===== src/rtl/irq_controller.sv =====
// Machine-mode interrupt controller: sticky pending latch, mie masking,
// fixed lowest-index priority, single-level trap occupancy and mret acknowledge.
module irq_controller #(
   parameter int IRQ_NUM  = 16,
   parameter int IRQ_BASE = 16
) (
   input  logic               clk_i,
   input  logic               rst_i,
   input  logic [IRQ_NUM-1:0] irq_req_i,
   input  logic [31:0]        mie_i,
   input  logic               stall_i,
   input  logic               exception_i,
   input  logic               mret_i,
   output logic               irq_o,
   output logic [31:0]        irq_cause_o,
   output logic [IRQ_NUM-1:0] irq_ret_o,
   output logic               busy_o
);

   localparam int AW = (IRQ_NUM > 1) ? $clog2(IRQ_NUM) : 1;

   localparam logic [1:0] IDLE = 2'd0;
   localparam logic [1:0] IRQ  = 2'd1;
   localparam logic [1:0] EXC  = 2'd2;

   logic [1:0]         state_q, state_d;
   logic [IRQ_NUM-1:0] pend_q, pend_d;
   logic [AW-1:0]      active_q, active_d;
   logic [IRQ_NUM-1:0] elig;
   logic [AW-1:0]      sel;
   logic               take;
   logic               ret;

   assign elig = pend_q & mie_i[IRQ_BASE +: IRQ_NUM];

   // Scan downwards so the lowest set index is the last one assigned.
   always_comb begin
      sel = '0;
      for (int k = IRQ_NUM - 1; k >= 0; k--) begin
         if (elig[k]) sel = AW'(k);
      end
   end

   // Outputs are forced quiet while reset is held, even before state settles.
   assign take = (state_q == IDLE) & ~exception_i & ~stall_i & (|elig) & ~rst_i;
   assign ret  = (state_q == IRQ) & mret_i & ~rst_i;

   assign irq_o       = take;
   assign irq_cause_o = take ? (32'h8000_0000 | (32'(IRQ_BASE) + 32'(sel))) : 32'h0;
   assign irq_ret_o   = ret ? (IRQ_NUM'(1) << active_q) : '0;
   assign busy_o      = (state_q != IDLE);

   assign pend_d = (pend_q | irq_req_i) & ~irq_ret_o;

   always_comb begin
      state_d  = state_q;
      active_d = active_q;
      case (state_q)
         IDLE: begin
            if (exception_i) begin
               state_d = EXC;
            end else if (take) begin
               state_d  = IRQ;
               active_d = sel;
            end
         end
         IRQ:     if (mret_i) state_d = IDLE;
         EXC:     if (mret_i) state_d = IDLE;
         default: state_d = IDLE;
      endcase
   end

   always_ff @(posedge clk_i) begin
      if (rst_i) begin
         state_q  <= IDLE;
         pend_q   <= '0;
         active_q <= '0;
      end else begin
         state_q  <= state_d;
         pend_q   <= pend_d;
         active_q <= active_d;
      end
   end

endmodule


===== config.mk =====
export PLATFORM = sky130hd
export DESIGN_NAME = irq_controller
export DESIGN_NICKNAME = d
export VERILOG_FILES = /design/src/rtl/irq_controller.sv
export SDC_FILE = /design/constraint.sdc
export NUM_CORES = 1
export LEC_CHECK = 0
export BUFFER_PORTS_ARGS = -buffer_cell sky130_fd_sc_hd__buf_2
export CAP_MARGIN = 0
export CORE_MARGIN = 3
export CORE_UTILIZATION = 37
export CTS_CLUSTER_SIZE = 24
export DETAILED_ROUTE_END_ITERATION = 7
export PLACE_DENSITY = 0.77
export SETUP_SLACK_MARGIN = 0.15
export SYNTH_ARGS = -nofsm -noshare
export SYNTH_HDL_FRONTEND = slang
export SYNTH_SLANG_ARGS = --single-unit

===== constraint.sdc =====
create_clock -name clk_i -period 1.6 [get_ports clk_i]
set_input_delay 0.16 -clock clk_i [delete_from_list [all_inputs] [get_ports clk_i]]
set_output_delay 0.16 -clock clk_i [all_outputs]
set_load 0.1 [all_outputs]

==> results of run 1 <==
[power by group]
part | total (W) | leakage, nW | internal, W | switching, W
clock | 0.000345 | 0.0216 | 0.000168 | 0.000177
combinational | 0.000823 | 0.954 | 0.000257 | 0.000567
sequential | 0.000631 | 0.185 | 0.000588 | 0.0000429
total | 0.00180 | 1.16 | 0.00101 | 0.000787
[worst max path at each step]
stage	to	slack (ns)	cells past startpoint
CTS	irq_ret_o[1]	-0.44	8
floorplan	active_q[3]$_SDFFE_PP0P_	-0.48	6
detailed placement	irq_cause_o[1]	-0.19	9
finish	irq_cause_o[1]	-0.44	9
global route	irq_cause_o[1]	-0.49	9
global placement	irq_cause_o[1]	-0.15	9
[routing by layer]
layer,vias up,track usage (%)
li1,772,-
met1,772,24.6
met2,85,39.6
met3,10,5.58
met4,0,5.96
met5,-,0
[metrics by stage]
stage | total power (W) | std cells
global route | 0.00187 | 324
floorplan | 0.00122 | 202
global placement | 0.00136 | 308
CTS | 0.00177 | 319
finish | 0.00180 | 324
detailed placement | 0.00138 | 308
[worst max-delay path, delay by kind of cell, from the launching register on]
kind            cells  cell delay (ns)
simple gates        3             0.47
buf+inv             4             0.41
flops               1             0.33
compound gates      1             0.24
fa+ha+maj           1             0.15
[flip-flops by register name (all words and copies together) (netlist names)]
register and cells:
state_q 2, active_q 4, pend_q 16
[cell type report]
class / count / area [um^2] / area share [%]
multi-input combinational: 144 / 1130 / 40.7
timing repair buffer: 103 / 1050 / 38.1
sequential: 22 / 448 / 16.2
tap: 46 / 57.6 / 2.08
clock buffer: 3 / 41.3 / 1.49
inverter: 6 / 38.8 / 1.40
[cell usage in the layout, fill, tap and decap left out, drive strengths merged, types with 2 or more instances in the layout]
master  Yosys  layout
a21oi       2       2
a22o        3       3
a22oi       9       9
a31o        2       2
a31oi       2       2
a32o        3       3
and4        2       2
buf        29     103
clkbuf      1       3
conb        1      26
dfxtp      22      22
ha          2       2
inv         6       5
nand2      15      15
nand2b      3       3
nand3       4       4
nand3b      2       2
nor2       32      32
nor3       20      20
o21ai       5       5
or3         2       2
[repair_timing]
item	in CTS	in global routing
setup endpoints to repair	38	41
buffers inserted	8	5
resized for setup	32	12
cloned	0	0
pin swaps	17	10
hold endpoints to repair	0	0
hold buffers	0	0
[kinds of logic after synthesis]
group	count (synthesis)	share of synthesized area (%)
fa+ha+maj	2	1.74
other cells	1	0.262
compound gates	32	20.9
flops	22	30.7
simple gates	84	28.4
buf+inv	36	18.1
==> flow_summary.ini, run 1 <==
[critical_path]
crit_path_max_incr_delay_ns = 0.34
cp-startpoint = state_q[1]$_SDFFE_PP0P_
cp_slowest_cell = or3_4
critPathKind = reg2out
crit_arrival_ns = 1.88
crit_path_end_kind = primary output
reg2reg_to = active_q[3]$_SDFFE_PP0P_
regToRegSetupSlack_ns = -0.18
r2r_start = state_q[1]$_SDFFE_PP0P_
startpoint_type = flop
required_ns = 1.44
worstPathCellList = inv_2, ha_4, nand2b_4, or3_4, a21o_4, inv_12, nand3_4, clkinvlp_4, buf_12
worst-path-max-fanout = 4
reg2reg_depth = 8

[finish]
diodes = 0
area_growth_pct = 92.8
fin_area_mm2 = 0.00276
layout-drive-gt1-share_pct = 61.5
fin_util_pct = 78.5
layout.nets = 335
num-fill-cells = 224

[worst_hold_path]
hold_path_class = in2reg
min_to = pend_q[13]$_SDFF_PP0_
hold_start = irq_req_i[13]
min_path_cells = 3

[die]
dieHeight_um = 68.3
dieArea_mm2 = 0.00466
design.core.area_mm2 = 0.00352
initial_utilization_pct = 40.7
io_pins = 103
die_x_um = 68.3
rows = 21

[timing]
finalSetupTns_ns = -9.37
setup_violations = 33
layout_setup_ws_ns = -0.435
hold_ws_ns = 0.145
final_hold_viol_count = 0
worst_pin_slew_ns = 0.537
clock.fmax_ghz = 0.491
period_needed_ns = 2.04
slew_viol_final = 0
finalClockSkew_ns = 0.00228
slew_headroom_pct = 64.2
rsz0062_at_grt = yes
fin_crit_sh_pct = 127

[grt]
grt.total_usage_pct = 21.7
grt_max_degree = 13
grt-ovfl-total = 0
grt_pass1_wl_um = 7520
grt_pass1_vias = 1614
antenna_found_initial = 0

[clock_tree]
clockBufferDepth = 2
clk_pin_slew_ns = 0.08
root_buffer = clkbuf_8
numCtsBuffers = 3
clk_latency_ns = 0.26
cts_tree = done
htreeDepth = 1
cts.sinks = 22

[logic_synthesis]
ys_async_sr_fraction_pct = 0
yosys.area.top_type = dfxtp_1
synth-main-ff-cell = dfxtp_1
yosys_warnings = 0
synth_enable_flop_cells = 0
yosysMostFrequentCell = nor2_1
ys_types = 39
synth_area_mm2 = 0.00143
synth.top_cell.area_share_pct = 30.7
ys_seq_area_share_pct = 30.7
syn_area_per_cell_um2 = 8.10
synth.area.top_cells = dfxtp_1 31%, buf_4 15%, nor2_1 8.4%, nor3_1 7.0%, a22oi_2 4.4%
ys_seq_elements = 22
synthTopCellsByCount = 32 x nor2_1, 28 x buf_4, 22 x dfxtp_1
netlist_instances = 177

[placed_design]
placed_area_mm2 = 0.00243
port_buffers = 60
hpwl_um = 3780
preCtsSetupSlack_ns = -0.190
place_congestion = 0.813

[run_status]
violations = setup timing
status = finished, violations left

[routing]
final_antenna_net_count = 0
wl_per_cell_um = 17.1
drt-initial-drc-count = 102
route.vias.total = 1639
drt-total-wl_um = 5560
drc = 0
drt-met1-wl_um = 1990
dr.max_layer_used = met4
met3_length_um = 448
drtPass1Iterations = 4
post_drt_via_cell_ratio = 5.06
met2WireLength_um = 3010

[flow_run]
maxCapViolations = 0

[power_and_ir_drop]
p_leak_nw = 1.16
power.density_mw_per_mm2 = 651
irDropWorstVdd_mv = 0.612
Note: power is estimated with default switching activity, not from simulation.
==> run 2: changes to the inputs <==
--- a/config.mk
+++ b/config.mk
@@ -12,6 +12,7 @@
 export CTS_CLUSTER_SIZE = 24
 export DETAILED_ROUTE_END_ITERATION = 7
 export PLACE_DENSITY = 0.77
+export REMOVE_ABC_BUFFERS = 1
 export SETUP_SLACK_MARGIN = 0.15
 export SYNTH_ARGS = -nofsm -noshare
 export SYNTH_HDL_FRONTEND = slang
==> flow_summary.ini, run 2 (synthesis results as in run 1) <==
[critical_path]
startpoint_type = flop
required_ns = 1.44
critPathKind = reg2out
crit_path_max_incr_delay_ns = 0.42
crit_top_cell = buf_4
worstPathCellList = inv_2, buf_4, ha_4, nand3b_1, or3_4, nor3_2, buf_4, buf_12
worst_path_dominant_cell_family = simple AND/OR/NAND/NOR gates
cp_slowest_cell = or3_4
crit_buf_inv = 4
crit_arrival_ns = 1.95
worst-path-max-fanout = 4
crit_path_end_kind = primary output

[finish]
num-fill-cells = 202
fin_util_pct = 78.4
reg.largest.list = pend_q (16), active_q (4), state_q (2)
area_growth_pct = 92.6
layout_commonest_cell = buf_2
instances_no_fill = 326
fin_area_mm2 = 0.00276
diodes = 0
final_cell_mix = 36 x buf_2, 30 x buf_4, 26 x conb_1
layout-drive-gt1-share_pct = 61.8
top_register = pend_q
layout.nets = 336
largest_register_ffs = 16

[placed_design]
placedCellCount = 309
port_buffers = 60
placed_area_mm2 = 0.00225
place_congestion = 0.899
hpwl_um = 3640

[power_and_ir_drop]
power_w = 0.00198
swShare_pct = 41.0
p_int_w = 0.00117
p_leak_nw = 1.19
power.density_mw_per_mm2 = 718
p_switching_w = 0.000814
irDropWorstVdd_mv = 0.529
pwr-share-comb_pct = 40.9
clockPowerShare_pct = 26.9
seq_power_share_pct = 32.2

[clock_tree]
root_buffer = clkbuf_8
clk_pin_slew_ns = 0.09
cts_tree = done
htreeDepth = 1
cts.sinks = 22
clk_latency_ns = 0.27
clockBufferDepth = 2
numCtsBuffers = 3

[grt]
grt-ovfl-total = 0
grt.total_usage_pct = 24.4
grt_pass1_vias = 1798
grt_pass1_wl_um = 8340
grt_max_degree = 14
antenna_found_initial = 0

[timing]
clock.fmax_ghz = 0.474
slew_viol_final = 0
finalClockSkew_ns = 0.00307
setup_violations = 31
fin_crit_sh_pct = 132
final_hold_viol_count = 0
finalSetupTns_ns = -9.85
period_needed_ns = 2.11
layout_setup_ws_ns = -0.509
rsz0062_at_grt = yes

[routing]
final_antenna_net_count = 0
wl_per_cell_um = 19.2
drtPass1Iterations = 4
drc = 0
route.vias.total = 1784
drt-total-wl_um = 6250
post_drt_via_cell_ratio = 5.47
drt-initial-drc-count = 149

[die]
die_x_um = 68.3
design.core.area_mm2 = 0.00352
io_pins = 103
dieArea_mm2 = 0.00466
initial_utilization_pct = 40.7
dieHeight_um = 68.3
rows = 21

[worst_hold_path]
hold_path_class = in2reg

[run_status]
status = finished, violations left
violations = setup timing

[flow_run]
maxCapViolations = 0
## run 2: worst min-delay path: stages
cell and delay (ns):
buf_2 0.08, nor2_1 0.04, nor3_2 0.09
## run 2: power by group through the flow
| stage | logic, W | registers (W) | clock network [W] |
|---|---|---|---|
| 2_1_floorplan | 0.000498 | 0.000627 | 0 |
| 3_3_place_gp | 0.000689 | 0.000630 | 0 |
| 3_5_place_dp | 0.000699 | 0.000633 | 0 |
| 4_1_cts | 0.000752 | 0.000628 | 0.000544 |
| 5_1_grt | 0.000842 | 0.000641 | 0.000559 |
| 6_report | 0.000811 | 0.000638 | 0.000534 |
## run 2: layer usage
metal | track usage [%] | vias to the layer above | share of wire, %
li1 | - | 775 | -
met1 | 24.6 | 848 | 33
met2 | 44.2 | 129 | 53
met3 | 6.24 | 32 | 9.4
met4 | 15.4 | 0 | 4.2
met5 | 0 | - | 0
## run 2: worst paths after layout
kind / startpoint / to / slack (ns) / cells past startpoint
worst max-delay path: state_q[1]$_SDFFE_PP0P_ / irq_ret_o[0] / -0.51 / 8
worst min-delay path: irq_req_i[10] / pend_q[10]$_SDFF_PP0_ / 0.13 / 3
worst max register to register: state_q[0]$_SDFFE_PP0P_ / active_q[0]$_SDFFE_PP0P_ / -0.33 / 11
worst min register to register: pend_q[11]$_SDFF_PP0_ / pend_q[11]$_SDFF_PP0_ / 0.56 / 2
## run 2: what timing repair did
item / CTS / global route
setup endpoints to repair: 45 / 42
resized for setup: 64 / 27
buffers inserted: 5 / 8
pin swaps: 11 / 15
hold buffers: 0 / 0
## run 2: through the flow
stage | setup slack [ns] | hold WS [ns]
2_1_floorplan | -1.97 | 0.224
3_3_place_gp | -0.201 | 0.417
3_5_place_dp | -0.267 | 0.425
4_1_cts | -0.425 | 0.137
5_1_grt | -0.542 | 0.143
6_report | -0.509 | 0.131
## run 2: final cells by class
| type | instances | area, um^2 | area share [%] |
|---|---|---|---|
| tap | 46 | 57.6 | 2.08 |
| clock buffer | 3 | 41.3 | 1.50 |
| clock inverter | 1 | 30.0 | 1.09 |
| multi-input combinational | 144 | 1110 | 40.1 |
| timing repair buffer | 104 | 1050 | 37.9 |
| inverter | 6 | 30.0 | 1.09 |
| sequential | 22 | 447 | 16.2 |
